===== src/rtl/stream_demux_1ton.sv =====
`default_nettype none
// ============================================================================
// Module   : stream_demux_1ton
// Purpose  : Registered 1-to-N stream demultiplexer. A valid/ready handshake
//            is used on the input and on every output channel. Each channel
//            has a one-entry holding register, so a stalled consumer only
//            back-pressures words addressed to it. The block also supports
//            broadcast to all channels, and it keeps a saturating count of
//            words dropped because their select was out of range.
// Ports    : clk, rst             - rising-edge clock, synchronous active-high
//                                   reset
//            data_in/select/bcast - input word, destination, broadcast flag
//            in_valid/in_ready    - producer handshake (in_ready is
//                                   combinational)
//            out_data/out_valid   - per-channel holding registers; channel i
//                                   is at [i*DATA_W +: DATA_W]
//            out_ready            - per-channel consumer ready
//            err_cnt              - dropped out-of-range words, saturates at
//                                   255
// Revision : 1.0 - initial release
// ============================================================================
module stream_demux_1ton #(
    parameter int DATA_W = 8,
    parameter int N_CH   = 4,
    parameter int SEL_W  = 2
) (
    input  logic                   clk,
    input  logic                   rst,
    input  logic [DATA_W-1:0]      data_in,
    input  logic [SEL_W-1:0]       select,
    input  logic                   bcast,
    input  logic                   in_valid,
    output logic                   in_ready,
    output logic [N_CH*DATA_W-1:0] out_data,
    output logic [N_CH-1:0]        out_valid,
    input  logic [N_CH-1:0]        out_ready,
    output logic [7:0]             err_cnt
);

    // The channel count is held one bit wider than select, so that N_CH ==
    // 2**SEL_W can still be represented.
    localparam logic [SEL_W:0] c_num_ch  = N_CH[SEL_W:0];
    localparam logic [7:0]     c_err_max = 8'hFF;

    logic [N_CH*DATA_W-1:0] data_q,  data_d;
    logic [N_CH-1:0]        valid_q, valid_d;
    logic [7:0]             err_q,   err_d;

    logic [N_CH-1:0]        w_can_take;
    logic [N_CH-1:0]        w_hit;      // one-hot unicast target (in range only)
    logic [N_CH-1:0]        w_load;
    logic                   w_in_range;
    logic                   w_xfer;
    logic                   w_drop;

    // Handshake decode
    always_comb begin
        w_can_take = ~valid_q | out_ready;
        w_in_range = ({1'b0, select} < c_num_ch);
        w_hit      = '0;
        for (int i = 0; i < N_CH; i++) begin
            w_hit[i] = ~bcast & w_in_range & (select == SEL_W'(i));
        end

        if (bcast) begin
            // All-or-nothing: every channel must be able to take the word.
            in_ready = &w_can_take;
        end else if (w_in_range) begin
            in_ready = |(w_hit & w_can_take);
        end else begin
            // An out-of-range word is always swallowed.
            in_ready = 1'b1;
        end

        w_xfer = in_valid & in_ready;
        w_drop = w_xfer & ~bcast & ~w_in_range;
        w_load = {N_CH{w_xfer}} & ({N_CH{bcast}} | w_hit);
    end

    // Next state
    always_comb begin
        data_d  = data_q;
        valid_d = valid_q;
        err_d   = err_q;
        for (int i = 0; i < N_CH; i++) begin
            // A load wins over a same-cycle drain, so the channel stays full
            // and now holds the new word. A drain alone leaves the data as is.
            valid_d[i] = w_load[i] | (valid_q[i] & ~out_ready[i]);
            if (w_load[i]) begin
                data_d[i*DATA_W +: DATA_W] = data_in;
            end
        end
        if (w_drop && (err_q != c_err_max)) begin
            err_d = err_q + 8'd1;
        end
    end

    always_ff @(posedge clk) begin
        if (rst) begin
            data_q  <= '0;
            valid_q <= '0;
            err_q   <= '0;
        end else begin
            data_q  <= data_d;
            valid_q <= valid_d;
            err_q   <= err_d;
        end
    end

    assign out_data  = data_q;
    assign out_valid = valid_q;
    assign err_cnt   = err_q;

endmodule
`default_nettype wire

===== config.mk =====
export PLATFORM = sky130hd
export DESIGN_NAME = stream_demux_1ton
export DESIGN_NICKNAME = d
export VERILOG_FILES = /design/src/rtl/stream_demux_1ton.sv
export SDC_FILE = /design/constraint.sdc
export NUM_CORES = 1
export LEC_CHECK = 0
export ABC_AREA = 0
export CORE_MARGIN = 4
export CORE_UTILIZATION = 39
export DETAILED_ROUTE_END_ITERATION = 10
export GPL_ROUTABILITY_DRIVEN = 0
export PLACE_DENSITY_LB_ADDON = 0.15
export SETUP_SLACK_MARGIN = 0.15
export SYNTH_ARGS = -nofsm -noshare
export SYNTH_HDL_FRONTEND = slang
export SYNTH_SLANG_ARGS = --single-unit
export TNS_END_PERCENT = 100

===== constraint.sdc =====
create_clock -name clk -period 1.5 [get_ports clk]
set_clock_uncertainty 0.05 [all_clocks]
set_input_delay 0.3 -clock clk [delete_from_list [all_inputs] [get_ports clk]]
set_output_delay 0.3 -clock clk [all_outputs]
set_load 0.02 [all_outputs]

==> results of run 1 <==
[worst register-to-register path: stages (launching register included)]
cell,delay [ns]
dfxtp_4,0.34
and2b_4,0.17
buf_12,0.14
o41a_1,0.50
o21ai_1,0.18
a21oi_1,0.08
[final timing paths]
kind                                 start                        end  slack [ns]  cells past startpoint
setup / recovery   out_valid[3]$_SDFF_PP0_                   in_ready       -0.19                      5
hold reg to reg   out_data[6]$_SDFFE_PP0P_   out_data[6]$_SDFFE_PP0P_        0.42                      2
hold / removal    out_data[6]$_SDFFE_PP0P_   out_data[6]$_SDFFE_PP0P_        0.42                      2
setup reg to reg   out_valid[2]$_SDFF_PP0_  out_data[10]$_SDFFE_PP0P_       -0.05                      5
[final cells by class]
cell class	instances	area, um2	area share, %
multi-input cells	137	1050	39.0
well taps	50	62.6	2.32
flip-flops and latches	36	733	27.2
repair buffers	84	753	27.9
clock buffers	7	96.3	3.57
[state kept, by name, summed over array words and instances (netlist names)]
register / cells
out_data: 32
out_valid: 4
[cell usage after synthesis]
library cell,instances
nand2_1,2
o41a_1,1
a21oi_2,1
conb_1,1
mux2i_1,9
nor2b_2,1
nor2b_1,10
nand4_1,1
or2_1,1
a21oi_1,19
o21ai_0,8
o41a_4,1
and2b_2,1
clkbuf_1,4
nand4bb_2,1
mux2_2,1
or4b_4,1
dfxtp_1,36
buf_2,5
nand3_1,16
o21ai_1,24
nor3b_1,1
o22a_1,1
nand2_2,1
a41oi_2,1
buf_4,9
o22ai_1,1
o41ai_4,2
nand3b_1,1
nand2b_1,20
[repair_timing]
action / CTS / global route
setup buffers: 2 / 1
pin swaps: 15 / 9
cloned: 2 / 1
endpoints found under the setup margin: 73 / 45
resized for setup: 80 / 27
[cell usage in the layout, fill, tap and decap left out, types with 7 or more instances in the layout]
cell type and n:
dfxtp_1 32, o21ai_2 8, a21oi_1 14, o21ai_1 16
clkdlybuf4s50_1 9, dlygate4sd2_1 28, conb_1 8, nand3_1 13
buf_4 22, nor2b_1 9, clkdlybuf4s15_1 9, nand2b_1 17
o21ai_0 8, clkbuf_8 7, mux2i_1 8
[logic make-up (layout without fill, tap and decap cells)]
kind of cell           Yosys count  in the layout  share of synthesized area (%)
DFF                             36             36                           43.1
AOI/OAI and AO/OA               59             61                           22.9
and+or+nand+nor                 57             58                           21.3
other                            1              8                          0.224
buffers and inverters           18             91                           6.43
muxes                           10             10                           6.06
[per-stage QoR]
| stage | total power [uW] | util [%] | hold WS [ns] | setup slack (ns) |
|---|---|---|---|---|
| detailed placement | 1690 | 61.2 | 0.416 | -0.903 |
| CTS | 2400 | 64.4 | 0.422 | -0.199 |
| floorplan | 1400 | - | 0.398 | 0.0134 |
| global route | 2510 | 66.0 | 0.437 | -0.233 |
| finish | 2410 | 66.0 | 0.416 | -0.188 |
| global placement | 1680 | 61.2 | 0.415 | -0.877 |
[metal layers]
metal / part of all wire [%] / track usage [%] / up-vias
met2: 50 / 30.6 / 62
met5: 0 / 0 / -
met3: 5.3 / 3.97 / 4
met4: 0.62 / 4.43 / 0
li1: - / - / 806
met1: 44 / 26.2 / 808
[power by group through the flow]
stage	Combinational (uW)	Clock (uW)	Sequential, uW
6_report	631	729	1050
4_1_cts	602	744	1050
2_1_floorplan	256	0	1140
3_5_place_dp	617	0	1070
3_3_place_gp	610	0	1070
5_1_grt	678	778	1060
==> flow_metrics.env, run 1 <==
export IMPL_pwr_share_clk_pct=30.2
export IMPL_ys_warn_count=0
export IMPL_placed_cells=301
export IMPL_power_internal_uw=1720
export IMPL_vias=1680
export IMPL_end_kind="output port"
export IMPL_yosys_area_top_type_share_pct=43.1
export IMPL_cpLargestDelayFamily="flip-flops"
export IMPL_hold_class="flop to flop"
export IMPL_yosys_area_top_type="dfxtp_1"
export IMPL_start_util_pct=40.9
export IMPL_dieArea_um2=5400
export IMPL_grt_pass1_wl_mm=8.02
export IMPL_dr_first_iter_drc_count=116
export IMPL_grtUsageTotal_pct=19.1
export IMPL_ant_nets=0
export IMPL_ys_ff_latch=36
export IMPL_fin_crit_sh_pct=113
export IMPL_slowest_delay_ns=0.36
export IMPL_clk_latency_ns=0.28
export IMPL_core_area_um2=4090
export IMPL_tritoncts="done"
export IMPL_max_freq_ghz=0.592
export IMPL_die_y_um=73.5
export IMPL_final_cell_area_um2=2700
export IMPL_arrival_ns=1.34
export IMPL_yosysSeqAreaShare_pct=43.1
export IMPL_pwr_share_seq_pct=43.6
export IMPL_worst_path_max_fanout=3
export IMPL_fill_cells=344
export IMPL_die_w_um=73.5
export IMPL_cts_buffer_depth=2
export IMPL_wirelength_mm=5.02
export IMPL_holdBufCountCts=0
export IMPL_synth_area_top_cells="dfxtp_1 (43%), nand2b_1 (7.5%), o21ai_1 (7.2%)"
export IMPL_placed_area_um2=2500
export IMPL_cts_buffers=5
export IMPL_leakagePower_uw=0.00116
export IMPL_fin_ws_ns=-0.188
export IMPL_synthCells=181
export IMPL_final_setup_viol_count=26
export IMPL_grt_overflow=0
export IMPL_num_io_pins=63
export IMPL_avgSynthCellArea_um2=9.24
export IMPL_cts_htree_levels=2
export IMPL_drive_gt1_share_pct=33.0
export IMPL_hpwlAfterDp_mm=3.34
export IMPL_rsz0062_at_grt="yes"
export IMPL_cts_num_sinks=36
export IMPL_report_final_slew_viol_count=0
export IMPL_portBuffers=54
export IMPL_drc=0
export IMPL_fin_nets=282
export IMPL_p_sw_share_pct=28.8
export IMPL_irDropWorstVdd_uv=638
export IMPL_violations="setup timing"
export IMPL_synth_cell_type_count=30
export IMPL_cts_root_buffer="clkbuf_8"
export IMPL_crit_slowest_cell="dfxtp_2"
export IMPL_crit_buf_inv=2
export IMPL_switchingPower_uw=693
export IMPL_crit_chain="nand2b_4, buf_4, a41oi_4, o22ai_4, buf_6"
export IMPL_antenna_found_initial=0
export IMPL_drt_vias_per_instance=5.35
export IMPL_drt_pass1_iter_count=4
export IMPL_wire_per_inst_um=16.0
export IMPL_first_global_vias=1601
export IMPL_synth_area_um2=1670
export IMPL_p_comb_share_pct=26.2
export IMPL_power_density_nw_per_um2=895
export IMPL_clkTransAtPathRegs_ns=0.07
export IMPL_n_antenna_cell=0
export IMPL_critPathKind="flop to output port"
export IMPL_grt_start_max_net_pins=41
export IMPL_cp_required_ns=1.15
export IMPL_hold_viol=0
export IMPL_stdcell_count=314
export IMPL_status="complete, but fails checks"
export IMPL_cp_start_kind="flop"
export IMPL_num_rows=23
export IMPL_period_needed_ns=1.69
export IMPL_area_delta_synth_final_pct=61.1
export IMPL_final_setup_tns_ns=-0.914
export IMPL_drv_cap=0
(Power assumes the default switching activity.)
==> run 2, diff against run 1 <==
--- a/config.mk
+++ b/config.mk
@@ -8,8 +8,10 @@
 export ABC_AREA = 0
 export CORE_MARGIN = 4
 export CORE_UTILIZATION = 39
+export CTS_CLUSTER_SIZE = 12
 export DETAILED_ROUTE_END_ITERATION = 10
 export GPL_ROUTABILITY_DRIVEN = 0
+export GPL_TIMING_DRIVEN = 1
 export PLACE_DENSITY_LB_ADDON = 0.15
 export SETUP_SLACK_MARGIN = 0.15
 export SYNTH_ARGS = -nofsm -noshare
==> results of run 2 <==
Final layout, timing and power as in run 1 (identical DEF).
==> run 3, diff against run 2 <==
--- a/config.mk
+++ b/config.mk
@@ -12,7 +12,7 @@
 export DETAILED_ROUTE_END_ITERATION = 10
 export GPL_ROUTABILITY_DRIVEN = 0
 export GPL_TIMING_DRIVEN = 1
-export PLACE_DENSITY_LB_ADDON = 0.15
+export PLACE_DENSITY = 0.78
 export SETUP_SLACK_MARGIN = 0.15
 export SYNTH_ARGS = -nofsm -noshare
 export SYNTH_HDL_FRONTEND = slang
==> run 3 against run 2 <==
Against the previous run: cell area shrank 1.7%; final cell count shrank 0.64%; utilization fell by 1.1 points; critical path depth did not move; setup slack got worse by 0.0056 ns; register-to-register slack is essentially flat; hold slack worse by 0.0013 ns; the flow still finishes with violations (setup timing); largest power group unchanged; total power fell by 1.8%; non-clock buffer count down 2; global-route usage is 0.72 points lower; critical path type unchanged.
==> flow_metrics.env, run 3 (same netlist as run 1, synthesis figures left out) <==
export IMPL_end_kind="output port"
export IMPL_vias=1655
export IMPL_grt_start_max_net_pins=35
export IMPL_clk_latency_ns=0.29
export IMPL_hold_viol=0
export IMPL_fin_nets=279
export IMPL_core_area_um2=4090
export IMPL_wire_per_inst_um=15.3
export IMPL_status="complete, but fails checks"
export IMPL_drv_cap=0
export IMPL_power_uw=2370
export IMPL_portBuffers=54
export IMPL_ff2ff_path_depth=5
export IMPL_antenna_found_initial=0
export IMPL_crit_start="out_valid[1]$_SDFF_PP0_"
export IMPL_fill_cells=347
export IMPL_r2r_slack_ns=-0.06
export IMPL_tritoncts="done"
export IMPL_start_util_pct=40.9
export IMPL_area_delta_synth_final_pct=58.4
export IMPL_die_w_um=73.5
export IMPL_wl_met1_mm=1.97
export IMPL_cp_required_ns=1.15
export IMPL_rsz0062_at_grt="yes"
export IMPL_hold_class="flop to flop"
export IMPL_report_final_slew_viol_count=0
export IMPL_dr_first_iter_drc_count=144
export IMPL_cp_start_kind="flop"
export IMPL_cts_buffers=5
export IMPL_period_needed_ns=1.69
export IMPL_endpoint="in_ready"
export IMPL_violations="setup timing"
export IMPL_cpLargestDelayFamily="multiplexers"
export IMPL_met3WireLength_um=403
export IMPL_placed_area_um2=2470
export IMPL_crit_cells=5
export IMPL_fin_crit_sh_pct=113
export IMPL_num_rows=23
export IMPL_drc=0
export IMPL_num_io_pins=63
export IMPL_n_antenna_cell=0
export IMPL_final_setup_tns_ns=-0.441
export IMPL_grtUsageTotal_pct=18.4
export IMPL_route_met2_wl_mm=2.29
export IMPL_worst_path_max_fanout=2
export IMPL_arrival_ns=1.34
export IMPL_drive_gt1_share_pct=30.2
export IMPL_final_setup_viol_count=9
export IMPL_wirelength_mm=4.78
export IMPL_first_global_vias=1633
export IMPL_multi_input_area_um2=1030
export IMPL_drt_pass1_iter_count=4
export IMPL_cts_buffer_depth=2
export IMPL_power_density_nw_per_um2=893
export IMPL_cts_root_buffer="clkbuf_8"
export IMPL_drt_vias_per_instance=5.30
export IMPL_layout_commonest_cell="dfxtp_1"
export IMPL_layout_common_cells="dfxtp_1 (32), dlygate4sd2_1 (20), buf_4 (20)"
export IMPL_fin_ws_ns=-0.194
export IMPL_ant_nets=0
export IMPL_crit_buf_inv=1
export IMPL_ff_latch_area_um2=733
export IMPL_max_freq_ghz=0.590
export IMPL_critPathKind="flop to output port"
export IMPL_worstReg2RegStart="out_valid[2]$_SDFF_PP0_"
export IMPL_cts_htree_levels=2
export IMPL_grt_overflow=0
export IMPL_die_y_um=73.5
export IMPL_hpwlAfterDp_mm=3.31
export IMPL_slowest_delay_ns=0.35
export IMPL_final_cell_area_um2=2650
export IMPL_cts_num_sinks=36
export IMPL_crit_slowest_cell="dfxtp_4"
export IMPL_holdBufCountCts=0
export IMPL_clkTransAtPathRegs_ns=0.07
export IMPL_grt_pass1_wl_mm=7.58
export IMPL_hold_slack_ns=0.415
export IMPL_reg2reg_to="out_data[0]$_SDFFE_PP0P_"
export IMPL_crit_chain="nand2b_4, mux2i_1, mux2_4, o22ai_4, buf_6"
export IMPL_highest_layer="met4"
export IMPL_irDropWorstVdd_uv=657
export IMPL_largest_register_ffs=32
export IMPL_dieArea_um2=5400
export IMPL_leakagePower_uw=0.00112
[run 3: metal layers]
metal	vias up	GRT usage, %
met4	0	9.46
met2	82	30.7
met5	-	0
li1	796	-
met3	14	3.69
met1	763	22.1
[run 3: worst min path at each step]
stage,from,to,slack (ns),cells after the start
global route,out_data[27]$_SDFFE_PP0P_,out_data[27]$_SDFFE_PP0P_,0.45,2
floorplan,data_in[0],out_data[0]$_SDFFE_PP0P_,0.40,2
CTS,out_data[26]$_SDFFE_PP0P_,out_data[26]$_SDFFE_PP0P_,0.43,2
detailed placement,out_data[26]$_SDFFE_PP0P_,out_data[26]$_SDFFE_PP0P_,0.42,2
finish,out_data[4]$_SDFFE_PP0P_,out_data[4]$_SDFFE_PP0P_,0.41,2
global placement,out_data[31]$_SDFFE_PP0P_,out_data[31]$_SDFFE_PP0P_,0.42,2
[run 3: timing repair]
action,in CTS,in global routing
cloned,2,0
pin swaps,17,9
resized for setup,79,34
setup buffers,2,1
setup endpoints to repair,73,49
[run 3: where the power goes]
group | leakage [uW] | internal (uW) | switching, uW | total (uW)
combinational | 0.000783 | 284 | 327 | 612
sequential | 0.000297 | 1020 | 36.7 | 1050
clock | 0.0000455 | 374 | 328 | 702
[run 3: layout make-up]
class | count | area share, %
Clock buffer | 8 | 3.40
Multi-Input combinational cell | 136 | 38.8
Sequential cell | 36 | 27.7
Tap cell | 50 | 2.36
Timing Repair Buffer | 82 | 27.8
[run 3: worst register-to-register path: stages, from the launching register on]
cell and delay [ns]:
dfxtp_4 0.34, and2b_4 0.18, buf_6 0.14, o41a_4 0.53, o21ai_4 0.17, a21oi_2 0.06
[run 3: per-stage QoR]
stage	util, %	instances	worst slack [ns]
after floorplan	-	188	0.0134
after global placement	60.6	299	-0.876
after detailed placement	60.6	299	-0.903
after CTS	63.2	311	-0.206
after global routing	64.9	312	-0.252
final	64.9	312	-0.194
